File: config.mk
export PLATFORM = sky130hd
export DESIGN_NAME = wdt_heartbeat_supervisor
export DESIGN_NICKNAME = d
export VERILOG_FILES = /design/src/rtl/wdt_heartbeat_supervisor_pkg.sv /design/src/rtl/wdt_hb_edge.sv /design/src/rtl/wdt_heartbeat_supervisor.sv
export SDC_FILE = /design/constraint.sdc
export NUM_CORES = 1
export LEC_CHECK = 0
export BUFFER_PORTS_ARGS = -buffer_cell sky130_fd_sc_hd__buf_2
export CORE_AREA = 2 2 74 76
export DETAILED_ROUTE_END_ITERATION = 12
export DIE_AREA = 0 0 76 78
export PLACE_DENSITY = 0.69
export SYNTH_ARGS = -nofsm -noshare
export SYNTH_HDL_FRONTEND = slang
export SYNTH_SLANG_ARGS = --single-unit
File: constraint.sdc
create_clock -name clk_sys -period 5.4 [get_ports clk_sys]
set_input_delay 0.27 -clock clk_sys [delete_from_list [all_inputs] [get_ports clk_sys]]
set_output_delay 0.27 -clock clk_sys [all_outputs]
set_load 0.01 [all_outputs]
File: src/rtl/wdt_heartbeat_supervisor_pkg.sv
// Shared definitions for the heartbeat supervisor: FSM encoding, status counter width
// and the saturating increment used by the miss counter.
package wdt_heartbeat_supervisor_pkg;

    localparam int MISS_CNT_W = 8;

    typedef enum logic [1:0] {
        ST_COLLECT = 2'd0,
        ST_KICK    = 2'd1,
        ST_STARVED = 2'd2
    } wdt_state_e;

    function automatic logic [MISS_CNT_W-1:0] sat_inc(input logic [MISS_CNT_W-1:0] v);
        if (v == {MISS_CNT_W{1'b1}}) begin
            sat_inc = v;
        end else begin
            sat_inc = v + MISS_CNT_W'(1);
        end
    endfunction

endpackage

File: src/rtl/wdt_hb_edge.sv
// Rising-edge detector for one heartbeat line. The history flop resets to 1 so a line
// already high when reset releases is not mistaken for a beat.
module wdt_hb_edge (
    input  logic clk_sys,
    input  logic rst_sys,
    input  logic hb_in,
    output logic beat
);

    logic hb_prev_q;
    logic hb_prev_d;

    // Track the previous sample every cycle, regardless of supervisor state.
    always_comb begin
        hb_prev_d = hb_in;
    end

    // History register.
    always_ff @(posedge clk_sys) begin
        if (rst_sys) begin
            hb_prev_q <= 1'b1;
        end else begin
            hb_prev_q <= hb_prev_d;
        end
    end

    assign beat = hb_in & ~hb_prev_q;

endmodule

File: src/rtl/wdt_heartbeat_supervisor.sv
// Heartbeat supervisor: kicks the watchdog once per window only if every enabled source
// has beaten; on a miss it stops kicking and latches which sources were silent.
module wdt_heartbeat_supervisor
    import wdt_heartbeat_supervisor_pkg::*;
#(
    parameter int NUM_SRC       = 4,
    parameter int WINDOW_CYCLES = 50000000
) (
    input  logic                  clk_sys,
    input  logic                  rst_sys,
    input  logic [NUM_SRC-1:0]    hb_in,
    input  logic [NUM_SRC-1:0]    src_enable,
    input  logic                  sup_enable,
    input  logic                  force_starve,
    input  logic                  clear_status,
    output logic                  wdt_kick,
    output logic                  starved,
    output logic [NUM_SRC-1:0]    missed_mask,
    output logic [MISS_CNT_W-1:0] miss_count,
    output logic [NUM_SRC-1:0]    hb_seen
);

    localparam int              CNT_W    = $clog2(WINDOW_CYCLES);
    localparam logic [CNT_W-1:0] CNT_LAST = CNT_W'(WINDOW_CYCLES - 1);

    wdt_state_e            state_q, state_d;
    logic [CNT_W-1:0]      cnt_q, cnt_d;
    logic [NUM_SRC-1:0]    seen_q, seen_d;
    logic [NUM_SRC-1:0]    mask_q, mask_d;
    logic [MISS_CNT_W-1:0] count_q, count_d;
    logic                  kick_q, kick_d;
    logic                  starved_q, starved_d;
    logic [NUM_SRC-1:0]    beat_s;
    logic                  ok_s;

    for (genvar i = 0; i < NUM_SRC; i++) begin : g_edge
        wdt_hb_edge u_edge (
            .clk_sys (clk_sys),
            .rst_sys (rst_sys),
            .hb_in   (hb_in[i]),
            .beat    (beat_s[i])
        );
    end

    // Window verdict includes a beat landing on the very last window cycle.
    assign ok_s = (((seen_q | beat_s) & src_enable) == src_enable);

    // Next-state, window counter and status update.
    always_comb begin
        state_d = state_q;
        cnt_d   = cnt_q;
        seen_d  = seen_q;
        mask_d  = mask_q;
        count_d = count_q;

        if (clear_status) begin
            mask_d  = {NUM_SRC{1'b0}};
            count_d = {MISS_CNT_W{1'b0}};
        end else begin
            mask_d  = mask_q;
            count_d = count_q;
        end

        case (state_q)
            ST_COLLECT: begin
                seen_d = seen_q | beat_s;
                if (cnt_q == CNT_LAST) begin
                    cnt_d = {CNT_W{1'b0}};
                    if (!sup_enable) begin
                        state_d = ST_KICK;
                    end else if (force_starve || !ok_s) begin
                        // A miss overrides a simultaneous clear.
                        state_d = ST_STARVED;
                        mask_d  = src_enable & ~(seen_q | beat_s);
                        count_d = sat_inc(count_q);
                    end else begin
                        state_d = ST_KICK;
                    end
                end else begin
                    cnt_d = cnt_q + CNT_W'(1);
                end
            end
            ST_KICK: begin
                state_d = ST_COLLECT;
                cnt_d   = {CNT_W{1'b0}};
                seen_d  = beat_s;
            end
            ST_STARVED: begin
                if (!sup_enable) begin
                    state_d = ST_COLLECT;
                    cnt_d   = {CNT_W{1'b0}};
                    seen_d  = {NUM_SRC{1'b0}};
                end else begin
                    state_d = ST_STARVED;
                end
            end
            default: begin
                state_d = ST_COLLECT;
                cnt_d   = {CNT_W{1'b0}};
                seen_d  = {NUM_SRC{1'b0}};
            end
        endcase

        kick_d    = (state_d == ST_KICK);
        starved_d = (state_d == ST_STARVED);
    end

    // State and output registers.
    always_ff @(posedge clk_sys) begin
        if (rst_sys) begin
            state_q   <= ST_COLLECT;
            cnt_q     <= {CNT_W{1'b0}};
            seen_q    <= {NUM_SRC{1'b0}};
            mask_q    <= {NUM_SRC{1'b0}};
            count_q   <= {MISS_CNT_W{1'b0}};
            kick_q    <= 1'b0;
            starved_q <= 1'b0;
        end else begin
            state_q   <= state_d;
            cnt_q     <= cnt_d;
            seen_q    <= seen_d;
            mask_q    <= mask_d;
            count_q   <= count_d;
            kick_q    <= kick_d;
            starved_q <= starved_d;
        end
    end

    assign wdt_kick    = kick_q;
    assign starved     = starved_q;
    assign missed_mask = mask_q;
    assign miss_count  = count_q;
    assign hb_seen     = seen_q;

endmodule

* After elaboration in Yosys (flattened, before gate mapping)
Index checks and enable logic that the tools add are counted.
W data, S select, Z words.
** Operators by class
- $add $sub $neg :: 2
- Equal/unequal tests :: 9
- Muxes and demuxes :: 21
- Bitwise logic cells :: 12
- Reductions and logical operators :: 3
** Operators by type and width (number)
- $mux W26 :: 2
- $pmux W26 S2 :: 1
- $mux W8 :: 6
- $add A26 B1 Y26 const B :: 1
- $eq A26 B26 Y1 const B :: 1
- $mux W4 :: 6
- $pmux W4 S3 :: 1
- $add A8 B1 Y8 const B :: 1
- $and A4 B4 Y4 :: 2
- $eq A8 B8 Y1 const B :: 1
- $mux W2 :: 4
- $ne A5 B5 Y1 const B :: 1
- $and A1 B1 Y1 :: 4
- $eq A2 B1 Y1 const B :: 2
- $eq A2 B2 Y1 const B :: 2
- $eq A4 B4 Y1 :: 1
- $not A1 Y1 :: 4
- $not A4 Y4 :: 1
- $or A4 B4 Y4 :: 1
- $pmux W2 S2 :: 1
- $logic_not A2 Y1 :: 1
- $ne A2 B2 Y1 const B :: 1
- $logic_not A1 Y1 :: 1
- $logic_or A1 B1 Y1 :: 1
** Storage, ports and cells
- Register bits :: 50
- Bits of input ports :: 13
- Output and inout bits :: 18

* Depth between registers and ports, before layout
Gate-level depths: netlist (run 1).
- Word-level depth :: 12
- Gate-level depth with buffers :: 7

* Modules after synthesis
From an unflattened synthesis (run 1), not the netlist that was laid out.
** Second synthesis, totals
- Cells, all modules :: 300
- Area total of the unflattened synthesis :: 2552.4 um^2
** Modules (own cells, without submodules)
- wdt_heartbeat_supervisor :: times used 1, cells each 288, area an instance 2422.3 um^2, sequential area each 920.9 um^2
- wdt_hb_edge :: times used 4, cells each 3, area an instance 32.5 um^2, sequential area each 20.0 um^2

* Worst setup path before layout (run 1)
No wires, ideal clock.
- Path kind :: register to register
- From :: register cnt_q[10]
- To :: register count_q[7] (netlist: miss_count[7])
- Setup time :: 92 ps
- Arrival :: 1966 ps
- Required time :: 5308 ps
- Setup slack :: 3342 ps
- Stages on the path, launching flop included :: 7
- Path buffers :: 1
- Period minus slack after synthesis :: 2058 ps
- Cells stage by stage :: dfxtp_1 > or4b_4 > nor4_4 > nand3_2 > buf_6 > o31a_1 > nor4_1
** On the way
- Cells in the longest elaborated chain, start to end :: 3
- Elaborated cells between the ends (all ways) :: 4
- Classes of those cells :: eq/ne: 2; mux: 2
** Ends and longest elaborated chain
- from (decl) :: line wdt_heartbeat_supervisor.sv:27 : logic [CNT_W-1:0] cnt_q, cnt_d;
- from (signal assigned) :: line wdt_heartbeat_supervisor.sv:112 : cnt_q <= {CNT_W{1'b0}};
- from (signal assigned) :: line wdt_heartbeat_supervisor.sv:120 : cnt_q <= cnt_d;
- $eq A26 B26 Y1 (*) :: line wdt_heartbeat_supervisor.sv:67 : if (cnt_q == CNT_LAST) begin
- $mux W8 :: line wdt_heartbeat_supervisor.sv:67
- $mux W8 :: line wdt_heartbeat_supervisor.sv:64 : case (state_q)
- to (signal assigned) :: line wdt_heartbeat_supervisor.sv:115 : count_q <= {MISS_CNT_W{1'b0}};
- to (signal assigned) :: line wdt_heartbeat_supervisor.sv:123 : count_q <= count_d;
- to (decl) :: line wdt_heartbeat_supervisor.sv:30 : logic [MISS_CNT_W-1:0] count_q, count_d;
Mark *: on every way between the ends. The rest lies on a longest branch, timed or not.
A chain may end at the register's enable or synchronous reset.

* Final worst setup path (run 1)
- From :: register cnt_q[0]
- To :: register count_q[5] (netlist: miss_count[5])
Same word-level chain as after synthesis.

==> impl_metrics.ini, run 1 <==
[global_route]
gr-total-overflow = 0
grt_pass1_vias = 2136
grt_max_degree = 32
grt_pass1_wl_mm = 9.83
antenna_found_initial = 0
gr-usage-all-layers_pct = 19.9

[synth]
synth-xor-area-share_pct = 2.45
yosys_warnings = 0
synthMuxAreaShare_pct = 2.79
async_flop_share_pct = 0
synth_area_um2 = 2510
synth_edf_count = 0
syn_inst = 301
synth_compound_area_share_pct = 19.1
synth_flop_cell = dfxtp_1
synth_seq_area_share_pct = 39.9
avgSynthCellArea_um2 = 8.33
syn_nets = 316
synth_top_family_by_area = simple AND/OR/NAND/NOR gates
synth_fa_ha_area_share_pct = 0.998
synth_cell_types = 49
ys_ff_latch = 50
yosys.area_share.simple_pct = 30.9

[setup_path]
cpPeakStageDelay_ps = 510
cp_max_fo = 12
cp_cell_sequence = ha_1 > nand3_1 > nor4_2 > and3_1 > a21boi_1 > nor4b_1
critPathArrivalTime_ps = 2690
critPathKind = reg2reg
cp-end-kind = register
r2r_cells = 6
startpoint_type = register
crit_required_ps = 5600
rr_endpoint = miss_count[5]
critical-path-top-delay-family = simple AND/OR/NAND/NOR gates
rrSetupSlack_ps = 2910
crit_buf_inv = 0
r2r-start = cnt_q[0]
slowest_stage = nor4_2
startpoint = cnt_q[0]

[route]
drc = 0
dr_wl_met2_mm = 2.77
drt_iter0_markers = 139
post_drt_wl_per_cell_um = 14.3
top_layer_used = met4
finalWirelength_mm = 5.69
dr.pass1.iters = 4
vias_per_cell = 5.77
wirelength_met1_mm = 2.64
wl_met3_um = 223
final_antenna_net_count = 0
via_count = 2298

[flow_run]
cap_violations = 0

[clock_tree]
cts_repair_resize_count = 0
cts_tree = done
cts_buffer_depth = 2
holdBufCountCts = 0
tritoncts.num_buffers = 5
cts_setup_buffers = 0
clk_latency_ps = 300
clock-sinks = 50
htreeDepth = 2
clk_pin_slew_ps = 90
cts_root_buf = clkbuf_8

[min_path]
hold_path_class = in2reg
whs_endpoint = g_edge[0].u_edge.hb_prev_q
hold_start = hb_in[0]
min_path_cells = 2

[placement]
dp_cells = 390
place_hpwl_mm = 4.08
gp_congestion = 0.844
numPortBuffers = 30

[sta]
drv_slew = 0
finalSetupViolCount = 0
worst_pin_slew_ps = 1100
fmax_mhz = 402
final.setup_skew_ps = 5.89
timing.final.crit_share_pct = 46.0
hold_violations = 0
rsz0062_at_grt = no
min_period_ps = 2490
fin_tns_setup_ps = 0
relSlewSlack_pct = 26.2

[die]
die_h_um = 78
initial_core_util_pct = 49.7
ioPinCount = 31
core.rowCount = 26
dieArea_um2 = 5930
chipWidth_um = 76
core_um2 = 5040

[finish]
fin_nets = 342
layout_commonest_cell = dfxtp_1
layout_common_cells = dfxtp_1 (50), buf_2 (30), a21oi_1 (24)
area_growth_pct = 12.8
final_cell_count_no_fill = 398
drive_gt1_share_pct = 16.8
num_antenna_cells = 0

[outcome]
outcome = complete, no violations

[pwr]
power.density_nw_per_um2 = 245
p_leak_nw = 0.999
ir_drop_uv = 260
## cell type report
type | count | area [um2]
clock buffer | 5 | 68.8
timing repair buffer | 32 | 165
clock inverter | 3 | 45.0
multi-input combinational | 228 | 1420
fill | 468 | 2210
sequential | 50 | 1000
inverter | 10 | 37.5
tap | 70 | 87.6
## Yosys cell counts, drive strengths merged (8+ instances only)
cell,n,share of area [%]
o21ai,12,2.4
a21oi,24,4.8
clkbuf,10,1.5
nand4,13,3.2
nor4,13,4.3
nand2,20,3.0
nor2,23,3.4
dfxtp,50,40
a31oi,10,2.5
or2,8,2.0
nand3,21,4.4
inv,10,1.5
## sequential cells by signal, indices dropped and copies added, names as in the netlist
name / flops
state_q: 2
missed_mask: 4
wdt_kick: 1
cnt_q: 26
starved: 1
hb_seen: 4
g_edge.u_edge.hb_prev_q: 4
miss_count: 8
## routing by layer
layer | up-vias | GRT usage, %
li1 | 1171 | -
met1 | 1068 | 25.6
met2 | 53 | 35.2
met3 | 6 | 3.60
met4 | 0 | 3.64
met5 | - | 0
## how the worst max path moves through the flow
| stage | cells after the start | slack (ps) | to |
|---|---|---|---|
| after global routing | 6 | 2490 | miss_count[2] |
| after detailed placement | 6 | 2940 | miss_count[6] |
| after CTS | 6 | 2910 | miss_count[2] |
| after floorplan | 6 | 3340 | miss_count[7] |
| after global placement | 5 | 3050 | miss_count[2] |
| final | 6 | 2910 | miss_count[5] |
## per-stage QoR
stage | utilization, % | cell area [um2] | setup slack (ps) | power [mW] | hold slack [ps]
final | 56.1 | 2830 | 2910 | 0.693 | 169
after global routing | 56.1 | 2830 | 2490 | 0.724 | 172
after CTS | 56.1 | 2830 | 2910 | 0.699 | 166
after detailed placement | 53.8 | 2710 | 2940 | 0.439 | 469
after global placement | 53.8 | 2710 | 3050 | 0.438 | 458
after floorplan | - | 2510 | 3340 | 0.423 | 377
## cells by family after synthesis
kind of cell,count (synthesis)
and+or+nand+nor,138
AOI/OAI and AO/OA,74
DFF,50
buffers and inverters,23
xor gates and xnor gates,7
muxes,7
adders and majority gates,2
## report_power, final
group	leakage [nW]	internal [mW]	switching, mW	total [mW]
combinational	0.544	0.0189	0.0260	0.0449
clock	0.0504	0.138	0.125	0.263
sequential	0.405	0.377	0.00843	0.386
No activity file was read; power rests on OpenSTA's default activity.
==> run 2, diff against run 1 <==
==> constraint.sdc (replaced) <==
create_clock -name clk_sys -period 2.3 [get_ports clk_sys]
set_input_delay 0.115 -clock clk_sys [delete_from_list [all_inputs] [get_ports clk_sys]]
set_output_delay 0.115 -clock clk_sys [all_outputs]
set_load 0.01 [all_outputs]
==> run 2 against run 1 <==
  * Sequential power increased by 130%
  * Sequential cell count unchanged
  * Maximum frequency up 15%
  * Via count up 3.9%
  * Cell area grew 5.5%
  * Clock power up 130%
  * Worst setup slack got worse by 2800 ps
  * Combinational power increased by 150%
  * Sequential share of layout area down 1.9 points
  * Global-route usage rose by 0.90 points
  * First-iteration DRC count decreased by 5.8%
  * Critical path type unchanged
  * Largest power group unchanged
  * Highest routed layer unchanged
==> impl_metrics.ini, run 2 (synthesis results as in run 1) <==
[outcome]
outcome = complete, no violations

[sta]
min_period_ps = 2160
fin_tns_setup_ps = 0
final.setup_skew_ps = 6.63
timing.hold.ws_ps = 13.7
hold_violations = 0
fmax_mhz = 462
finalSetupViolCount = 0
relSlewSlack_pct = 64.5
drv_slew = 0
timing.final.crit_share_pct = 94.1
rsz0062_at_grt = no
worst_pin_slew_ps = 531

[finish]
fin_nets = 360
drive_gt1_share_pct = 21.4
layout_commonest_cell = dfxtp_1
num_antenna_cells = 0
multiInputGateArea_um2 = 1450
area_growth_pct = 19.0
largest_reg_flops = 26
regArea_um2 = 1000
layout_common_cells = dfxtp_1 (50), buf_2 (30), a21oi_1 (24)
top_register = cnt_q
fillerInstances = 484

[setup_path]
rrSetupSlack_ps = 140
cp_cell_sequence = or4b_4 > nor4_4 > and3_2 > buf_4 > nand3_1 > a311oi_1
r2r_cells = 6
critPathArrivalTime_ps = 2380
startpoint = cnt_q[10]
slowest_stage = or4b_4
cpPeakStageDelay_ps = 550
cp.depth = 6
crit_required_ps = 2510
cp_max_fo = 7
r2r-start = cnt_q[10]
cp-end-kind = register
critical-path-top-delay-family = simple AND/OR/NAND/NOR gates
critPathKind = reg2reg
endpoint = miss_count[0]
rr_endpoint = miss_count[0]
crit_buf_inv = 1
startpoint_type = register

[die]
core.rowCount = 26
chipWidth_um = 76
core_um2 = 5040
die_h_um = 78
ioPinCount = 31
initial_core_util_pct = 49.7
dieArea_um2 = 5930

[flow_run]
cap_violations = 0

[pwr]
p_total_mw = 1.63
p_leak_nw = 1.12
power.density_nw_per_um2 = 547
ir_drop_uv = 433

[clock_tree]
tritoncts.num_buffers = 5
htreeDepth = 2
cts_root_buf = clkbuf_8
cts_buffer_depth = 2
clk_latency_ps = 300
clk_pin_slew_ps = 90
cts_tree = done
clock-sinks = 50

[global_route]
gr-usage-met2_pct = 36.5
grt_max_degree = 37
antenna_found_initial = 0
grt_util_met3_pct = 4.07
gr-usage-all-layers_pct = 20.8
use_met1_pct = 25.6
busiest_layer = met2
grt_pass1_vias = 2243
grt_pass1_wl_mm = 10.1
gr-total-overflow = 0

[route]
drc = 0
final_antenna_net_count = 0
dr.pass1.iters = 4
drt_iter0_markers = 131
finalWirelength_mm = 5.80
via_count = 2387
post_drt_wl_per_cell_um = 13.9
vias_per_cell = 5.74

[placement]
numPortBuffers = 30
place_hpwl_mm = 4.15
gp_congestion = 0.810

[min_path]
hold_path_class = in2reg
hold_start = hb_in[0]
[run 2: cell count changes in the layout (fill, tap and decap cells not counted), sizes merged]
cell	delta
buf	+17
dlygate4sd3	+1
clkinvlp	-2
clkinv	+2
[run 2: how the worst min path moves through the flow]
stage                                      end  cells past startpoint
finish              g_edge[0].u_edge.hb_prev_q                      2
global route        g_edge[2].u_edge.hb_prev_q                      2
CTS                 g_edge[0].u_edge.hb_prev_q                      2
detailed placement  g_edge[1].u_edge.hb_prev_q                      2
global placement    g_edge[1].u_edge.hb_prev_q                      2
floorplan           g_edge[0].u_edge.hb_prev_q                      1
[run 2: layout make-up]
class                           instances  share of cell area (%)
Tap cell                               70                    2.94
Clock inverter                          3                    1.34
Sequential cell                        50                    33.5
Clock buffer                            5                    2.31
Timing Repair Buffer                   50                    10.1
Inverter                               10                    1.26
Multi-Input combinational cell        228                    48.5
[run 2: what timing repair did]
action | CTS | global route
buffers inserted | 0 | 1
hold buffers | 1 | 0
pin swaps | 0 | 2
endpoints found under the hold margin | 1 | 0
gates resized for setup | 1 | 4
setup endpoints to repair | 1 | 24
[run 2: metal layers]
metal	wire [um]	part of all wire, %
met1	2670	46
met2	2810	48
met3	262	4.5
met4	58	1.0
met5	0	0
[run 2: worst reg2reg max path: stages, from the launching register on]
cell	delay [ps]
dfxtp_1	320
or4b_4	550
nor4_4	380
and3_2	310
buf_4	160
nand3_1	80
a311oi_1	270
[run 2: per-stage QoR]
step	util (%)	area, um2	std cells	worst slack [ps]
4_1_cts	58.6	2950	415	44.8
6_report	59.2	2980	416	136
3_5_place_dp	56.2	2830	406	98.9
3_3_place_gp	56.2	2830	406	170
2_1_floorplan	-	2510	301	242
5_1_grt	59.2	2980	416	2.81
[run 2: report_power, final]
part           switching (mW)  leakage, nW  internal (mW)
registers              0.0200        0.405          0.886
clock network           0.296       0.0579          0.321
logic                  0.0629        0.655         0.0479
total                   0.379         1.12           1.25
